<file path="config.mk">
export PLATFORM = sky130hd
export DESIGN_NAME = cdb_arbiter
export DESIGN_NICKNAME = d
export VERILOG_FILES = /design/src/rtl/cdb_pkg.sv /design/src/rtl/cdb_req_buf.sv /design/src/rtl/cdb_arbiter.sv
export SDC_FILE = /design/constraint.sdc
export NUM_CORES = 1
export LEC_CHECK = 0
export ABC_AREA = 1
export BUFFER_PORTS_ARGS = -buffer_cell sky130_fd_sc_hd__buf_2
export CAP_MARGIN = 10
export CORE_UTILIZATION = 54
export DETAILED_ROUTE_END_ITERATION = 16
export PLACE_DENSITY = 0.82
export SLEW_MARGIN = 10
export SYNTH_ARGS = -nofsm -noshare
export SYNTH_HDL_FRONTEND = slang
export SYNTH_SLANG_ARGS = --single-unit
</file>
<file path="constraint.sdc">
create_clock -name clk_in -period 6.83 [get_ports clk_in]
set_clock_uncertainty 0.15 [all_clocks]
set_input_delay 0.3415 -clock clk_in [delete_from_list [all_inputs] [get_ports clk_in]]
set_output_delay 0.3415 -clock clk_in [all_outputs]
set_load 0.01 [all_outputs]
</file>
<file path="src/rtl/cdb_pkg.sv">
// cdb_pkg: shared constants and types for the CDB writeback arbiter.
//   CDB_Q_WIDTH / CDB_DATA_WIDTH / CDB_N_REQ : default build widths
//   REQ_ALU / REQ_BR / REQ_SLB               : requester slot indices
//   cdb_entry_t                              : one buffered result {rob_pos, value, pc}
//   rr_wrap()                                : single-step modulo wrap for pointer math
package cdb_pkg;

  localparam int CDB_Q_WIDTH    = 4;
  localparam int CDB_DATA_WIDTH = 32;
  localparam int CDB_N_REQ      = 3;

  localparam int REQ_ALU = 0;
  localparam int REQ_BR  = 1;
  localparam int REQ_SLB = 2;

  typedef struct packed {
    logic [CDB_Q_WIDTH-1:0]    rob_pos;
    logic [CDB_DATA_WIDTH-1:0] value;
    logic [CDB_DATA_WIDTH-1:0] pc;
  } cdb_entry_t;

  // Callers guarantee idx < 2*n, so one subtraction is enough; n need not be a power of two.
  function automatic int rr_wrap(input int idx, input int n);
    return (idx >= n) ? idx - n : idx;
  endfunction

endpackage

</file>
<file path="src/rtl/cdb_req_buf.sv">
// cdb_req_buf: 2-entry FIFO holding results from one execution-side requester.
// Ports:
//   clk_in, rst_in : clock, async active-low reset (empties the buffer)
//   en             : global ready; low freezes all state, push/pop/flush ignored
//   flush          : synchronous clear (when en), beats push and pop
//   push, din      : enqueue din (ignored when full)
//   pop            : dequeue head (ignored when empty)
//   head           : oldest entry
//   count          : occupancy 0..2
//   empty, full    : occupancy flags
module cdb_req_buf
  import cdb_pkg::*;
#(
  parameter int W = $bits(cdb_entry_t)
) (
  input  logic         clk_in,
  input  logic         rst_in,
  input  logic         en,
  input  logic         flush,
  input  logic         push,
  input  logic         pop,
  input  logic [W-1:0] din,
  output logic [W-1:0] head,
  output logic [1:0]   count,
  output logic         empty,
  output logic         full
);

  logic [W-1:0] slot0;
  logic [W-1:0] slot1;
  logic         do_push;
  logic         do_pop;

  assign empty   = (count == 2'd0);
  assign full    = (count == 2'd2);
  assign head    = slot0;
  assign do_push = en && !flush && push && !full;
  assign do_pop  = en && !flush && pop && !empty;

  // slot0 is always the head; a pop shifts slot1 down.
  always_ff @(posedge clk_in or negedge rst_in) begin
    if (!rst_in) begin
      count <= 2'd0;
      slot0 <= '0;
      slot1 <= '0;
    end else if (en) begin
      if (flush) begin
        count <= 2'd0;
      end else begin
        case ({do_push, do_pop})
          2'b10: begin
            if (empty) slot0 <= din;
            else       slot1 <= din;
            count <= count + 2'd1;
          end
          2'b01: begin
            slot0 <= slot1;
            count <= count - 2'd1;
          end
          2'b11: begin
            // Push is blocked when full, so simultaneous push/pop only happens at count 1.
            slot0 <= din;
          end
          default: ;
        endcase
      end
    end
  end

endmodule

</file>
<file path="src/rtl/cdb_arbiter.sv">
// cdb_arbiter: shares the single registered result bus (CDB) among N_REQ
// execution-side requesters (default 0 = ALU, 1 = branch, 2 = load/store buffer).
// Each requester feeds a 2-entry buffer; one head per cycle is granted and
// registered onto the CDB, so an accepted result is visible two cycles later.
// Build option: define CDB_FIXED_PRIO_EN to give requester N_REQ-1 absolute
// priority, with round-robin among the remaining requesters.
// Ports:
//   clk_in, rst_in         : clock, async active-low reset
//   rdy_in                 : global ready; low freezes everything
//   flush_in               : misprediction flush from ROB commit
//   req_valid / req_ready  : per-requester handshake
//   req_rob_pos/value/pc   : per-requester payload, slice i at [i*W +: W]
//   cdb_valid/rob_pos/value/pc/src : registered CDB outputs
module cdb_arbiter
  import cdb_pkg::*;
#(
  parameter  int N_REQ      = CDB_N_REQ,
  parameter  int Q_WIDTH    = CDB_Q_WIDTH,
  parameter  int DATA_WIDTH = CDB_DATA_WIDTH,
  localparam int SRC_W      = $clog2(N_REQ),
  localparam int ENTRY_W    = Q_WIDTH + 2 * DATA_WIDTH
) (
  input  logic                        clk_in,
  input  logic                        rst_in,
  input  logic                        rdy_in,
  input  logic                        flush_in,
  input  logic [N_REQ-1:0]            req_valid,
  output logic [N_REQ-1:0]            req_ready,
  input  logic [N_REQ*Q_WIDTH-1:0]    req_rob_pos,
  input  logic [N_REQ*DATA_WIDTH-1:0] req_value,
  input  logic [N_REQ*DATA_WIDTH-1:0] req_pc,
  output logic                        cdb_valid,
  output logic [Q_WIDTH-1:0]          cdb_rob_pos,
  output logic [DATA_WIDTH-1:0]       cdb_value,
  output logic [DATA_WIDTH-1:0]       cdb_pc,
  output logic [SRC_W-1:0]            cdb_src
);

  logic [N_REQ-1:0]   empty;
  logic [N_REQ-1:0]   full;
  logic [N_REQ-1:0]   push;
  logic [N_REQ-1:0]   pop;
  logic [1:0]         count [N_REQ];
  logic [ENTRY_W-1:0] din   [N_REQ];
  logic [ENTRY_W-1:0] head  [N_REQ];

  logic               grant_valid;
  logic [SRC_W-1:0]   grant_idx;
  logic [SRC_W-1:0]   rr;
  logic [SRC_W-1:0]   rr_next;
  logic [SRC_W-1:0]   scan_idx;

  for (genvar i = 0; i < N_REQ; i++) begin : g_req
    assign din[i] = {req_rob_pos[i*Q_WIDTH +: Q_WIDTH],
                     req_value[i*DATA_WIDTH +: DATA_WIDTH],
                     req_pc[i*DATA_WIDTH +: DATA_WIDTH]};

    // Ready is not raised by a same-cycle pop, and is held low during reset.
    assign req_ready[i] = rst_in && rdy_in && !flush_in && !full[i];
    assign push[i]      = req_valid[i] && req_ready[i];

    cdb_req_buf #(.W(ENTRY_W)) u_buf (
      .clk_in (clk_in),
      .rst_in (rst_in),
      .en     (rdy_in),
      .flush  (flush_in),
      .push   (push[i]),
      .pop    (pop[i]),
      .din    (din[i]),
      .head   (head[i]),
      .count  (count[i]),
      .empty  (empty[i]),
      .full   (full[i])
    );

    always_comb begin
      if (rst_in) begin
        assert (full[i] == (count[i] == 2'd2) && empty[i] == (count[i] == 2'd0));
      end
    end
  end

  // Grant scan over buffer heads starting at rr. With fixed priority the last
  // requester preempts, and rr only ranges over the first N_REQ-1 requesters.
  always_comb begin
    grant_valid = 1'b0;
    grant_idx   = '0;
    rr_next     = rr;
    scan_idx    = '0;
`ifdef CDB_FIXED_PRIO_EN
    if (!empty[N_REQ-1]) begin
      grant_valid = 1'b1;
      grant_idx   = SRC_W'(N_REQ - 1);
    end else begin
      for (int k = 0; k < N_REQ - 1; k++) begin
        scan_idx = SRC_W'(rr_wrap(int'(rr) + k, N_REQ - 1));
        if (!grant_valid && !empty[scan_idx]) begin
          grant_valid = 1'b1;
          grant_idx   = scan_idx;
          rr_next     = SRC_W'(rr_wrap(int'(scan_idx) + 1, N_REQ - 1));
        end
      end
    end
`else
    for (int k = 0; k < N_REQ; k++) begin
      scan_idx = SRC_W'(rr_wrap(int'(rr) + k, N_REQ));
      if (!grant_valid && !empty[scan_idx]) begin
        grant_valid = 1'b1;
        grant_idx   = scan_idx;
        rr_next     = SRC_W'(rr_wrap(int'(scan_idx) + 1, N_REQ));
      end
    end
`endif
  end

  // The buffer itself ignores pop while frozen or flushing.
  always_comb begin
    pop = '0;
    if (grant_valid) pop[grant_idx] = 1'b1;
  end

  always_ff @(posedge clk_in or negedge rst_in) begin
    if (!rst_in) begin
      rr          <= '0;
      cdb_valid   <= 1'b0;
      cdb_rob_pos <= '0;
      cdb_value   <= '0;
      cdb_pc      <= '0;
      cdb_src     <= '0;
    end else if (rdy_in) begin
      if (flush_in) begin
        rr        <= '0;
        cdb_valid <= 1'b0;
      end else if (grant_valid) begin
        rr        <= rr_next;
        cdb_valid <= 1'b1;
        {cdb_rob_pos, cdb_value, cdb_pc} <= head[grant_idx];
        cdb_src   <= grant_idx;
      end else begin
        cdb_valid <= 1'b0;
      end
    end
  end

endmodule

</file>
* Word-level counts from Yosys, hierarchy flattened
Index checks and enable logic that the tools add are counted.
** Storage, ports and cells
- Bits in writable memories :: 0
- Output and inout port bits :: 74
- Input port bits :: 211
- Memories kept :: 0
- Bits in latches :: 0
- Logic and storage cells :: 163
- ROM bits :: 0
- Flip-flop bits (word level) :: 487
** Cells by class
- Eq/ne operators :: 16
- Reduce and logical (&&, ||, !) cells :: 55
- Muxes and demuxes :: 43
- $lt $le $gt $ge :: 12
- Add/subtract/negate cells :: 17
- Divide/modulo/power cells :: 0
- Bitwise operators :: 5
- Multiply operators :: 0
- Shifts and indexed selects :: 0
** Operators by type and width (count)
- $pmux 68 s3 :: 3
- $mux 68 :: 5
- $bmux 68 s2 :: 1
- $mux 2 :: 17
- $logic_and 1x1->1 :: 24
- $reduce_and 4->1 :: 6
- $eq 2x2->1 const B :: 9
- $reduce_bool 3->1 :: 6
- $ge 3x2->1 const B :: 5
- $add 2x1->3 const B :: 4
- $lt 2x3->1 const B :: 4
- $pmux 2 s2 :: 3
- $sub 2x2->2 const B :: 6
- $logic_not 1->1 :: 10
- $mux 1 :: 9
- $add 2x1->2 const B :: 3
- $bmux 1 s2 :: 3
- $eq 2x1->1 const B :: 3
- $logic_not 2->1 :: 3
- $ne 2x1->1 const B :: 3
- $reduce_and 2->1 :: 3
- $reduce_and 3->1 :: 2
- $sub 2x1->2 const B :: 3
- $ne 4x2->1 const B :: 1
- 9 further kinds :: 12

* Longest topological paths before layout
Gate-level depths: netlist of run 1.
- Depth after elaboration :: 21
- Mapped depth :: 19
- Depth with buffers taken out :: 18

* Hierarchy
From an unflattened synthesis of run 1, not the netlist that was laid out.
** Unflattened totals
- Cell total of the unflattened synthesis :: 3285
- Area, all modules :: 24168.2 µm²
** Modules (own cells, without submodules)
- cdb_req_buf :: cells an instance 801, instances 3, area an instance 6299.8 µm²
- cdb_arbiter :: cells an instance 882, instances 1, area an instance 5268.8 µm²

* Least setup slack after synthesis of run 1
No wires, ideal clock.
- Kind :: reg2reg
- Start :: register rr[0]
- End :: register g_req[0].u_buf.slot0[27]
- Data required time :: 6.553 ns
- Slack :: 4.316 ns
- Setup time :: 0.127 ns
- Buffers on the path :: 3
- Data arrival time :: 2.236 ns
- Clock period less this slack :: 2.514 ns
- Cell stages (with the launch flop) :: 18
- Cells stage by stage :: dfrtp_1 -> inv_1 -> ha_1 -> inv_2 -> nand2_1 -> nand2_1 -> nand3_2 -> nand2_2 -> nand2_1 -> nand2_2 -> nand2_4 -> buf_6 -> nor2_4 -> nand2_4 -> o21ai_4 -> buf_6 -> buf_2 -> a31oi_1
** Between the ends
- Cells in the longest elaborated chain, start to end :: 21
- Elaborated cells between the ends (all ways) :: 43
- Those cells by class :: 5 x add/sub; 5 x order compare; 4 x eq/ne; 19 x mux; 10 x reduce/logical
** Ends and longest elaborated chain
- start: declaration :: line cdb_arbiter.sv:49 : logic [SRC_W-1:0] rr;
- start signal: assignment :: line cdb_arbiter.sv:135 : rr <= rr_next;
- $add 2x1->3 :: line cdb_arbiter.sv:106 : scan_idx = SRC_W'(rr_wrap(int'(rr) + k, N_REQ));
- $ge 3x2->1 / $sub 2x2->2 (equally long branches) :: line cdb_pkg.sv:24 : return (idx >= n) ? idx - n : idx;
- $mux 2 :: line cdb_pkg.sv:24
- $bmux 1 s2 :: line cdb_arbiter.sv:107 : if (!grant_valid && !empty[scan_idx]) begin
- $mux 1 (implied by the code) :: line cdb_arbiter.sv:107
- $logic_not 1->1 :: line cdb_arbiter.sv:107
- $logic_and 1x1->1 :: line cdb_arbiter.sv:107
- $mux 1 :: line cdb_arbiter.sv:107
- [4 not listed]
- $logic_and 1x1->1 (implied by the code) :: line cdb_arbiter.sv:119 : if (grant_valid) pop[grant_idx] = 1'b1;
- $mux 1 (implied by the code) :: line cdb_arbiter.sv:119
- $demux 1 s2 :: line cdb_arbiter.sv:119
- $mux 3 (*) :: line cdb_arbiter.sv:119
- $logic_and 1x1->1 (*) (2 in series) :: line cdb_req_buf.sv:38 : assign do_pop = en && !flush && pop && !empty;
- $eq 2x2->1 / $eq 2x1->1 (equally long branches) :: line cdb_req_buf.sv:50 : case ({do_push, do_pop})
- $ne 2x1->1 (no source line) / $reduce_bool 3->1 (equally long branches)
- $reduce_and 4->1 (no source line)
- end signal: assignment :: line cdb_req_buf.sv:52 : if (empty) slot0 <= din;
- end signal: assignment :: line cdb_req_buf.sv:57 : slot0 <= slot1;
- end signal: assignment :: line cdb_req_buf.sv:62 : slot0 <= din;
- end: declaration :: line cdb_req_buf.sv:29 : logic [W-1:0] slot0;
Mark *: on every way between the ends. The rest lies on a longest branch, timed or not. The select of a mux whose other input is x is not followed.
A chain may end at the register's enable or synchronous reset.

* Worst setup path after layout of run 1
- Start :: register rr[0]
- End :: register g_req[1].u_buf.slot0[24]
** Between the ends
- Cells in the longest elaborated chain, start to end :: 21
- Elaborated cells between the ends (all ways) :: 43
- Those cells by class :: 5 x add/sub; 5 x order compare; 4 x eq/ne; 19 x mux; 10 x reduce/logical
** Ends and longest elaborated chain (line)
- $add 2x1->3 :: cdb_arbiter.sv:106
- $ge 3x2->1 / $sub 2x2->2 (equally long branches) :: cdb_pkg.sv:24
- $mux 2 :: cdb_pkg.sv:24
- $bmux 1 s2 :: cdb_arbiter.sv:107
- $mux 1 (implied by the code) :: cdb_arbiter.sv:107
- $logic_not 1->1 :: cdb_arbiter.sv:107
- $logic_and 1x1->1 :: cdb_arbiter.sv:107
- $mux 1 :: cdb_arbiter.sv:107
- [4 not listed]
- $logic_and 1x1->1 (implied by the code) :: cdb_arbiter.sv:119
- $mux 1 (implied by the code) :: cdb_arbiter.sv:119
- $demux 1 s2 :: cdb_arbiter.sv:119
- $mux 3 (*) :: cdb_arbiter.sv:119
- $logic_and 1x1->1 (*) (2 in series) :: cdb_req_buf.sv:38
- $eq 2x2->1 / $eq 2x1->1 (equally long branches) :: cdb_req_buf.sv:50
- $ne 2x1->1 (no source line) / $reduce_bool 3->1 (equally long branches)
- $reduce_and 4->1 (no source line)
- end signal: assignment :: cdb_req_buf.sv:52
- end signal: assignment :: cdb_req_buf.sv:57
- end signal: assignment :: cdb_req_buf.sv:62
- end: declaration :: cdb_req_buf.sv:29
Marked as above.

==> results of run 1 <==
## cells by family after synthesis
kind of cell               after synthesis
buffers and inverters                  450
xor gates and xnor gates                 1
adders and majority gates                4
and+or+nand+nor                       1098
DFF                                    487
AOI/OAI and AO/OA                      619
## power by group through the flow
stage	sequential, mW	combinational (mW)	clock, mW
2_1_floorplan	4.97	3.37	0
6_report	5.10	5.27	2.75
5_1_grt	5.24	5.86	2.90
4_1_cts	5.07	5.18	2.78
3_5_place_dp	5.10	5.05	0
3_3_place_gp	5.05	4.86	0
## critical path, stage by stage, from the launching register on
cell	delay [ns]
dfrtp_1	0.37
inv_1	0.08
ha_1	0.40
inv_2	0.11
nand2_1	0.08
nand2_1	0.05
nand2_1	0.05
nand2_1	0.09
nand3_1	0.18
nor2_1	0.10
nor2_4	0.74
nand3_2	0.41
o21ai_4	0.56
buf_4	0.79
nor2_1	0.15
a31oi_1	0.22
## how the worst min path moves through the flow
stage,startpoint,end,slack [ns],cells past startpoint
after global routing,rst_in,g_req[1].u_buf.slot1[58],0.25,2
after global placement,rst_in,g_req[1].u_buf.slot1[58],0.24,1
after detailed placement,rst_in,g_req[1].u_buf.slot1[58],0.24,1
after CTS,rst_in,g_req[1].u_buf.slot1[61],0.21,2
after floorplan,rst_in,cdb_pc[0],-0.10,0
final,rst_in,g_req[1].u_buf.slot1[62],0.19,2
## cells in the mapped netlist (19+ instances only)
master    count
nor2_1      340
o21ai_1      50
a31oi_1     211
inv_1       268
buf_2        68
a21oi_1      62
o211ai_1     19
nand3_1      65
dfrtp_1     487
clkbuf_1     83
nand2_1     667
o21ai_0     260
## sequential cells by signal (all words and copies together), names as in the netlist
name               count
cdb_pc                32
cdb_value             32
g_req.u_buf.count      6
rr                     2
cdb_rob_pos            4
g_req.u_buf.head     204
cdb_valid              1
g_req.u_buf.slot1    204
cdb_src                2
## per-stage QoR
stage | worst slack, ns | total power [mW] | hold slack [ns]
final | 2.11 | 13.1 | 0.192
after global routing | 1.74 | 14.0 | 0.248
after CTS | 2.29 | 13.0 | 0.210
after detailed placement | 2.33 | 10.2 | 0.236
after global placement | 2.39 | 9.91 | 0.240
after floorplan | 4.32 | 8.34 | -0.104
## metal layers
metal / vias up / wire length [µm] / share of wire [%] / global-route usage (%)
li1: 9387 / - / - / -
met1: 9434 / 28100 / 44 / 46.6
met2: 952 / 28100 / 44 / 45.8
met3: 148 / 5930 / 9.3 / 6.70
met4: 0 / 2090 / 3.3 / 10.3
met5: - / 0 / 0 / 0
## area by class of cell
| type | count | area (µm²) |
|---|---|---|
| antenna | 7 | 17.5 |
| sequential | 487 | 12200 |
| tap | 525 | 657 |
| timing repair buffer | 516 | 3700 |
| clock inverter | 9 | 103 |
| multi-input combinational | 1722 | 7920 |
| inverter | 275 | 1030 |
| fill | 3049 | 12700 |
| clock buffer | 81 | 1550 |
## layout by cell type (no fill, tap or decap), types with 62 or more instances in the layout
| cell | instances |
|---|---|
| nand2_1 | 667 |
| dfrtp_1 | 487 |
| nor2_1 | 338 |
| buf_2 | 283 |
| inv_1 | 268 |
| o21ai_0 | 260 |
| a31oi_1 | 211 |
| dlygate4sd3_1 | 207 |
| nand3_1 | 65 |
| a21oi_1 | 62 |
## repair_timing
| item | in CTS | in global routing |
|---|---|---|
| hold buffers | 207 | 0 |
| endpoints found under the hold margin | 489 | 0 |
| gates resized for setup | 0 | 0 |
==> out/qor.tcl, run 1 <==
set qor(layout.nets) 3267
set qor(timing.critical_path.arrival_ns) 5.06
set qor(design.die.area_mm2) 0.0414
set qor(count_of_flip_flops_with_a_built_in_enable_after_synthesis) 0
set qor(switching_power_mw) 5.52
set qor(timing_hold_violations_final) 0
set qor(dr.pass1.iters) 6
set qor(finalNonFillerCells) 3622
set qor(synth_simple_gate_area_share_pct) 19.8
set qor(fmax_ghz) 0.212
set qor(wl_per_cell_um) 17.7
set qor(peakVddDrop_v) 0.000328
set qor(numPortBuffers) 284
set qor(crit_path_end) {g_req[1].u_buf.head[24]}
set qor(synth-seq-area-share_pct) 55.6
set qor(routed_via_density) 5.50
set qor(xor_xnor_portion_of_the_synthesized_cell_area_pct) 0.0400
set qor(placed_cells) 3318
set qor(setup.worst_path.end_class) {flip-flop}
set qor(synth_top_family_by_area) {simple AND/OR/NAND/NOR gates}
set qor(run_status) {finished, final reports clean}
set qor(worstSetupPathType) {flip-flop to flip-flop}
set qor(worst_r2r_path_depth) 15
set qor(gp_congestion) 0.898
set qor(ys_ff_latch) 487
set qor(initial_core_util_pct) 54.9
set qor(crit-reg2reg-launch) {rr[0]}
set qor(clkSinkCount) 487
set qor(synth.mux.area_fraction_pct) 0
set qor(pin_count_of_the_biggest_net_entering_global_routing) 102
set qor(yosysTopAreaCellShare_pct) 55.6
set qor(setup_viol) 0
set qor(synth_cell_types) 32
set qor(ios) 285
set qor(async_flop_share_pct) 100
set qor(die-height_um) 203
set qor(grt_pass1_wl_um) 102000
set qor(cts.reportedPaths.clkPinSlew_ns) 0.06
set qor(num_rows) 73
set qor(fin_tns_setup_ns) 0
set qor(dpl_cell_area_mm2) 0.0234
set qor(maxSlewHeadroom_pct) 20.6
set qor(design.core.area_mm2) 0.0399
set qor(cts_tree) {built}
set qor(dp_hpwl_um) 41500
set qor(worstHoldPathType) {input pin to async pin}
set qor(worst-r2r-setup-slack_ns) 2.11
set qor(synth_compound_gate_area_share_pct) 15.9
set qor(min_period_over_period_pct) 69.1
set qor(wirelength_um) 64100
set qor(cts.repair_timing.setup_buffer_count) 0
set qor(yosysWarnings) 0
set qor(power.share.switching_pct) 42.1
set qor(syn_avg_cell_area_um2) 8.24
set qor(layout_min_cycle_time_ns) 4.72
set qor(postRouteAntennaNets) 0
set qor(yosys-top-cells-area) {dfrtp_1 56%, nand2_1 11%, a31oi_1 6.0%}
set qor(numCtsBuffers) 50
set qor(synth_top_flop_cell) {dfrtp_1}
set qor(internal_power_mw) 7.60
set qor(arithmetic_cell_share_of_the_synthesized_area_counting_full_adders_half_adders_and_majority_gates_pct) 0.228
set qor(relative_area_change_from_synthesis_to_final_layout_pct) 24.0
set qor(remaining_drc_errors) 0
set qor(cts-root-to-sink-buffers) 3
set qor(die_width_um) 203
set qor(clock_tree.root_cell) {clkbuf_16}
set qor(grt_overflow_total) 0
set qor(worst_r2r_endpoint) {g_req[1].u_buf.head[24]}
set qor(comb_power_share_pct) 40.2
set qor(worst-slew-pin-transition_ns) 1.19
set qor(max_cap_viol_count) 0
set qor(drive_above_1_share_pct) 13.5
set qor(yosysTopAreaCell) {dfrtp_1}
set qor(rsz0062_at_grt) {no}
set qor(finalCoreUtilization_pct) 68.1
set qor(leakage_nw) 13.3
set qor(grt.total_usage_pct) 31.4
set qor(htree_num_levels) 2
set qor(grt_pass1_vias) 18900
set qor(synth_nets) 2874
set qor(detailedRoute.firstIterationViolations) 2160
set qor(timing.critical_path.from_type) {flip-flop}
set qor(pwr-share-seq_pct) 38.9
set qor(report.final.slew_viol_count) 0
set qor(worstPathRequired_ns) 7.17
set qor(latest_clock_arrival_within_the_worst_skew_pair_ns) 0.59
set qor(route.vias.total) 19900
set qor(final_area_mm2) 0.0272
set qor(crit_path_start) {rr[0]}
set qor(post_synth_instance_area_mm2) 0.0219
set qor(power_frac_clock_pct) 21.0
set qor(grt_antenna_before_repair) 5
set qor(netlist_instances) 2659
set qor(power_density_mw_per_mm2) 483
set qor(critical_path.max_fanout) 86
(Power assumes the default switching activity.)
==> run 2: changes to the inputs <==
Clock period 6.83 ns to 4.6 ns, I/O delays scaled along.
==> run 2 against run 1 <==
Net effect:
- non-clock buffer count rose by 12
- setup slack got worse by 1.4 ns
- combinational power rose by 52%
- global-route usage barely moved
- via count rose by 0.87%
- sequential power rose by 48%
- cell count rose by 0.30%
- critical path type unchanged
==> out/qor.tcl, run 2 (same netlist as run 1, synthesis figures left out) <==
set qor(run_status) {finished, final reports clean}
set qor(dp_hpwl_um) 41800 ;# +0.66%
set qor(routed_via_density) 5.53 ;# +0.57%
set qor(slowest_stage) {nand2_4}
set qor(wirelength_um) 64700 ;# +0.90%
set qor(clkSinkCount) 487 ;# unchanged
set qor(worstHoldPathType) {input pin to flip-flop}
set qor(worst_r2r_endpoint) {cdb_pc[15]}
set qor(critPathMaxStageDelay_ns) 0.58 ;# -0.21 ns
set qor(fmax_ghz) 0.259 ;# +22%
set qor(min_period_over_period_pct) 83.9 ;# +15 points
set qor(htree_num_levels) 2 ;# unchanged
set qor(groute.layer.met2.usage_pct) 46.4 ;# +0.57 points
set qor(grtUsageMet1_pct) 47.3 ;# +0.67 points
set qor(report.final.slew_viol_count) 0 ;# unchanged
set qor(postRouteAntennaNets) 0 ;# unchanged
set qor(die_width_um) 203 ;# unchanged
set qor(crit-reg2reg-launch) {rr[0]}
set qor(top_usage_layer) {met1}
set qor(grt_pass1_wl_um) 102000 ;# +0.33%
set qor(peakVddDrop_v) 0.000605 ;# +84%
set qor(grt.total_usage_pct) 31.4 ;# +0.038 points
set qor(timing.critical_path.from_type) {flip-flop}
set qor(comb_power_share_pct) 40.6 ;# +0.4 points
set qor(final_cell_mix) {667 x nand2_1, 487 x dfrtp_1, 338 x nor2_1, 283 x buf_2, 268 x inv_1}
set qor(worstPathRequired_ns) 4.94 ;# -2.23 ns
set qor(leakage_nw) 13.4 ;# +0.93%
set qor(latest_clock_arrival_within_the_worst_skew_pair_ns) 0.58 ;# about the same
set qor(cts.reportedPaths.clkPinSlew_ns) 0.06 ;# about the same
set qor(design.core.area_mm2) 0.0399 ;# unchanged
set qor(power.share.switching_pct) 41.9 ;# -0.14 points
set qor(max_cap_viol_count) 0 ;# unchanged
set qor(cts-root-to-sink-buffers) 3 ;# unchanged
set qor(pwr-share-seq_pct) 38.2 ;# -0.7 points
set qor(timing.critical_path.cells) {inv_1, ha_1, inv_2, nand2_1, nand2_1, nand2_1, nand2_1, nand4_1, nand2_4, nand2_1, inv_2, buf_4, nand2_1, a31oi_1}
set qor(maxSlewHeadroom_pct) 27.3 ;# +6.7 points
set qor(design.die.area_mm2) 0.0414 ;# unchanged
set qor(switching_power_mw) 8.29 ;# +50%
set qor(cp_most_frequent_cell) {nand2_1}
set qor(setup.worst_path.end_class) {flip-flop}
set qor(power_density_mw_per_mm2) 722 ;# +49%
set qor(ios) 285 ;# unchanged
set qor(fin_tns_setup_ns) 0 ;# unchanged
set qor(grt_antenna_before_repair) 5 ;# unchanged
set qor(whs_path_depth) 5
set qor(globalRouteMet3Util_pct) 5.29 ;# -1.4 points
set qor(num_rows) 73 ;# unchanged
set qor(worstSetupPathType) {flip-flop to flip-flop}
set qor(die-height_um) 203 ;# unchanged
set qor(numCtsBuffers) 49 ;# -2.0%
set qor(power_frac_clock_pct) 21.2 ;# +0.2 points
set qor(drive_above_1_share_pct) 13.9 ;# +0.39 points
set qor(min_from) {req_valid[2]}
set qor(area_of_combinational_cells_with_multiple_inputs_mm2) 0.00792 ;# unchanged
set qor(worst-r2r-setup-slack_ns) 0.74 ;# -1.37 ns
set qor(critical_path.max_fanout) 58 ;# -33%
set qor(initial_core_util_pct) 54.9 ;# unchanged
set qor(layout.nets) 3278 ;# +0.34%
set qor(grt_pass1_vias) 19000 ;# +0.50%
set qor(setup_viol) 0 ;# unchanged
set qor(route.vias.total) 20100 ;# +0.87%
set qor(relative_area_change_from_synthesis_to_final_layout_pct) 25.1
set qor(detailedRoute.firstIterationViolations) 2272 ;# +5.2%
set qor(cts-resized-gates) 0 ;# unchanged
set qor(layout_min_cycle_time_ns) 3.86 ;# -0.859 ns
set qor(gp_congestion) 0.887 ;# -1.2%
set qor(clock_tree.root_cell) {clkbuf_16}
set qor(remaining_drc_errors) 0 ;# unchanged
set qor(register_area_mm2) 0.0122 ;# unchanged
set qor(mostFrequentLayoutCell) {nand2_1}
set qor(finalCoreUtilization_pct) 68.7 ;# +0.60 points
set qor(worst_r2r_path_depth) 14 ;# -1
set qor(dr.pass1.iters) 9 ;# +3
set qor(wl_per_cell_um) 17.8 ;# +0.60%
set qor(grt_overflow_total) 0 ;# unchanged
set qor(numPortBuffers) 284 ;# unchanged
set qor(pin_count_of_the_biggest_net_entering_global_routing) 185 ;# +81%
set qor(cts_tree) {built}
set qor(timing_hold_violations_final) 0 ;# unchanged
set qor(rsz0062_at_grt) {no}
set qor(internal_power_mw) 11.5 ;# +51%
set qor(timing.hold.worst_endpoint) {g_req[2].u_buf.head[38]}
set qor(worst-slew-pin-transition_ns) 1.09 ;# -0.0957 ns
set qor(timing.critical_path.arrival_ns) 4.20 ;# -0.86 ns
set qor(final.fill_count) 2995 ;# -1.8%
-- run 2: cell count changes in the layout (fill, tap and decap cells not counted), sizes merged --
| cell | previous run | this run |
|---|---|---|
| bufinv | 2 | 5 |
| clkinv | 6 | 9 |
| dlygate4sd3 | 207 | 208 |
| clkbuf | 81 | 76 |
| buf | 309 | 320 |
| diode | 7 | 5 |
-- run 2: what timing repair did --
| action | in CTS | in global routing |
|---|---|---|
| hold buffers | 208 | 0 |
| hold endpoints to repair | 746 | 0 |
| setup buffers | 0 | 0 |
-- run 2: metrics by stage --
step / instances / hold slack, ns / area [µm²] / total power, mW / setup slack (ns)
2_1_floorplan: 2659 / -0.216 / 21900 / 12.4 / 2.09
3_3_place_gp: 3328 / -0.0853 / 23600 / 14.8 / 0.914
3_5_place_dp: 3328 / -0.0819 / 23600 / 15.2 / 0.816
4_1_cts: 3627 / 0.167 / 27400 / 19.6 / 0.783
5_1_grt: 3631 / 0.167 / 27400 / 21.0 / 0.477
6_report: 3633 / 0.115 / 27400 / 19.8 / 0.741
-- run 2: power by group through the flow --
stage	registers (mW)	logic (mW)	clock network, mW
5_1_grt	7.76	8.84	4.40
3_3_place_gp	7.46	7.35	0
4_1_cts	7.51	7.82	4.24
3_5_place_dp	7.55	7.62	0
2_1_floorplan	7.37	5.01	0
6_report	7.56	8.02	4.20
-- run 2: layer usage --
| layer | share of wire (%) | up-vias |
|---|---|---|
| li1 | - | 9416 |
| met1 | 44 | 9527 |
| met2 | 44 | 1003 |
| met3 | 9.3 | 145 |
| met4 | 2.7 | 4 |
| met5 | 0.036 | - |
-- run 2: worst max-delay path: cells and delay by family (launching register included) --
kind	cells	cell delay (ns)
adders and majority gates	1	0.39
buffers and inverters	4	1.05
DFF	1	0.37
AOI/OAI and AO/OA	1	0.19
and+or+nand+nor	8	1.59
-- run 2: how the worst max path moves through the flow --
stage | from | endpoint | slack [ns] | cells after the start
final | rr[0] | cdb_pc[15] | 0.74 | 14
after global placement | rr[0] | cdb_pc[23] | 0.91 | 14
after detailed placement | rr[0] | cdb_value[1] | 0.82 | 14
after CTS | rr[0] | cdb_pc[15] | 0.78 | 14
after floorplan | rr[0] | g_req[0].u_buf.head[27] | 2.09 | 17
after global routing | rr[0] | cdb_pc[25] | 0.48 | 14
-- run 2: final cells by class --
cell class	count	share of cell area, %
Tap cell	525	2.40
Multi-Input combinational cell	1722	28.9
Clock inverter	15	0.744
Antenna cell	5	0.0456
Inverter	275	3.77
Clock buffer	76	5.47
Timing Repair Buffer	528	14.2
Sequential cell	487	44.5
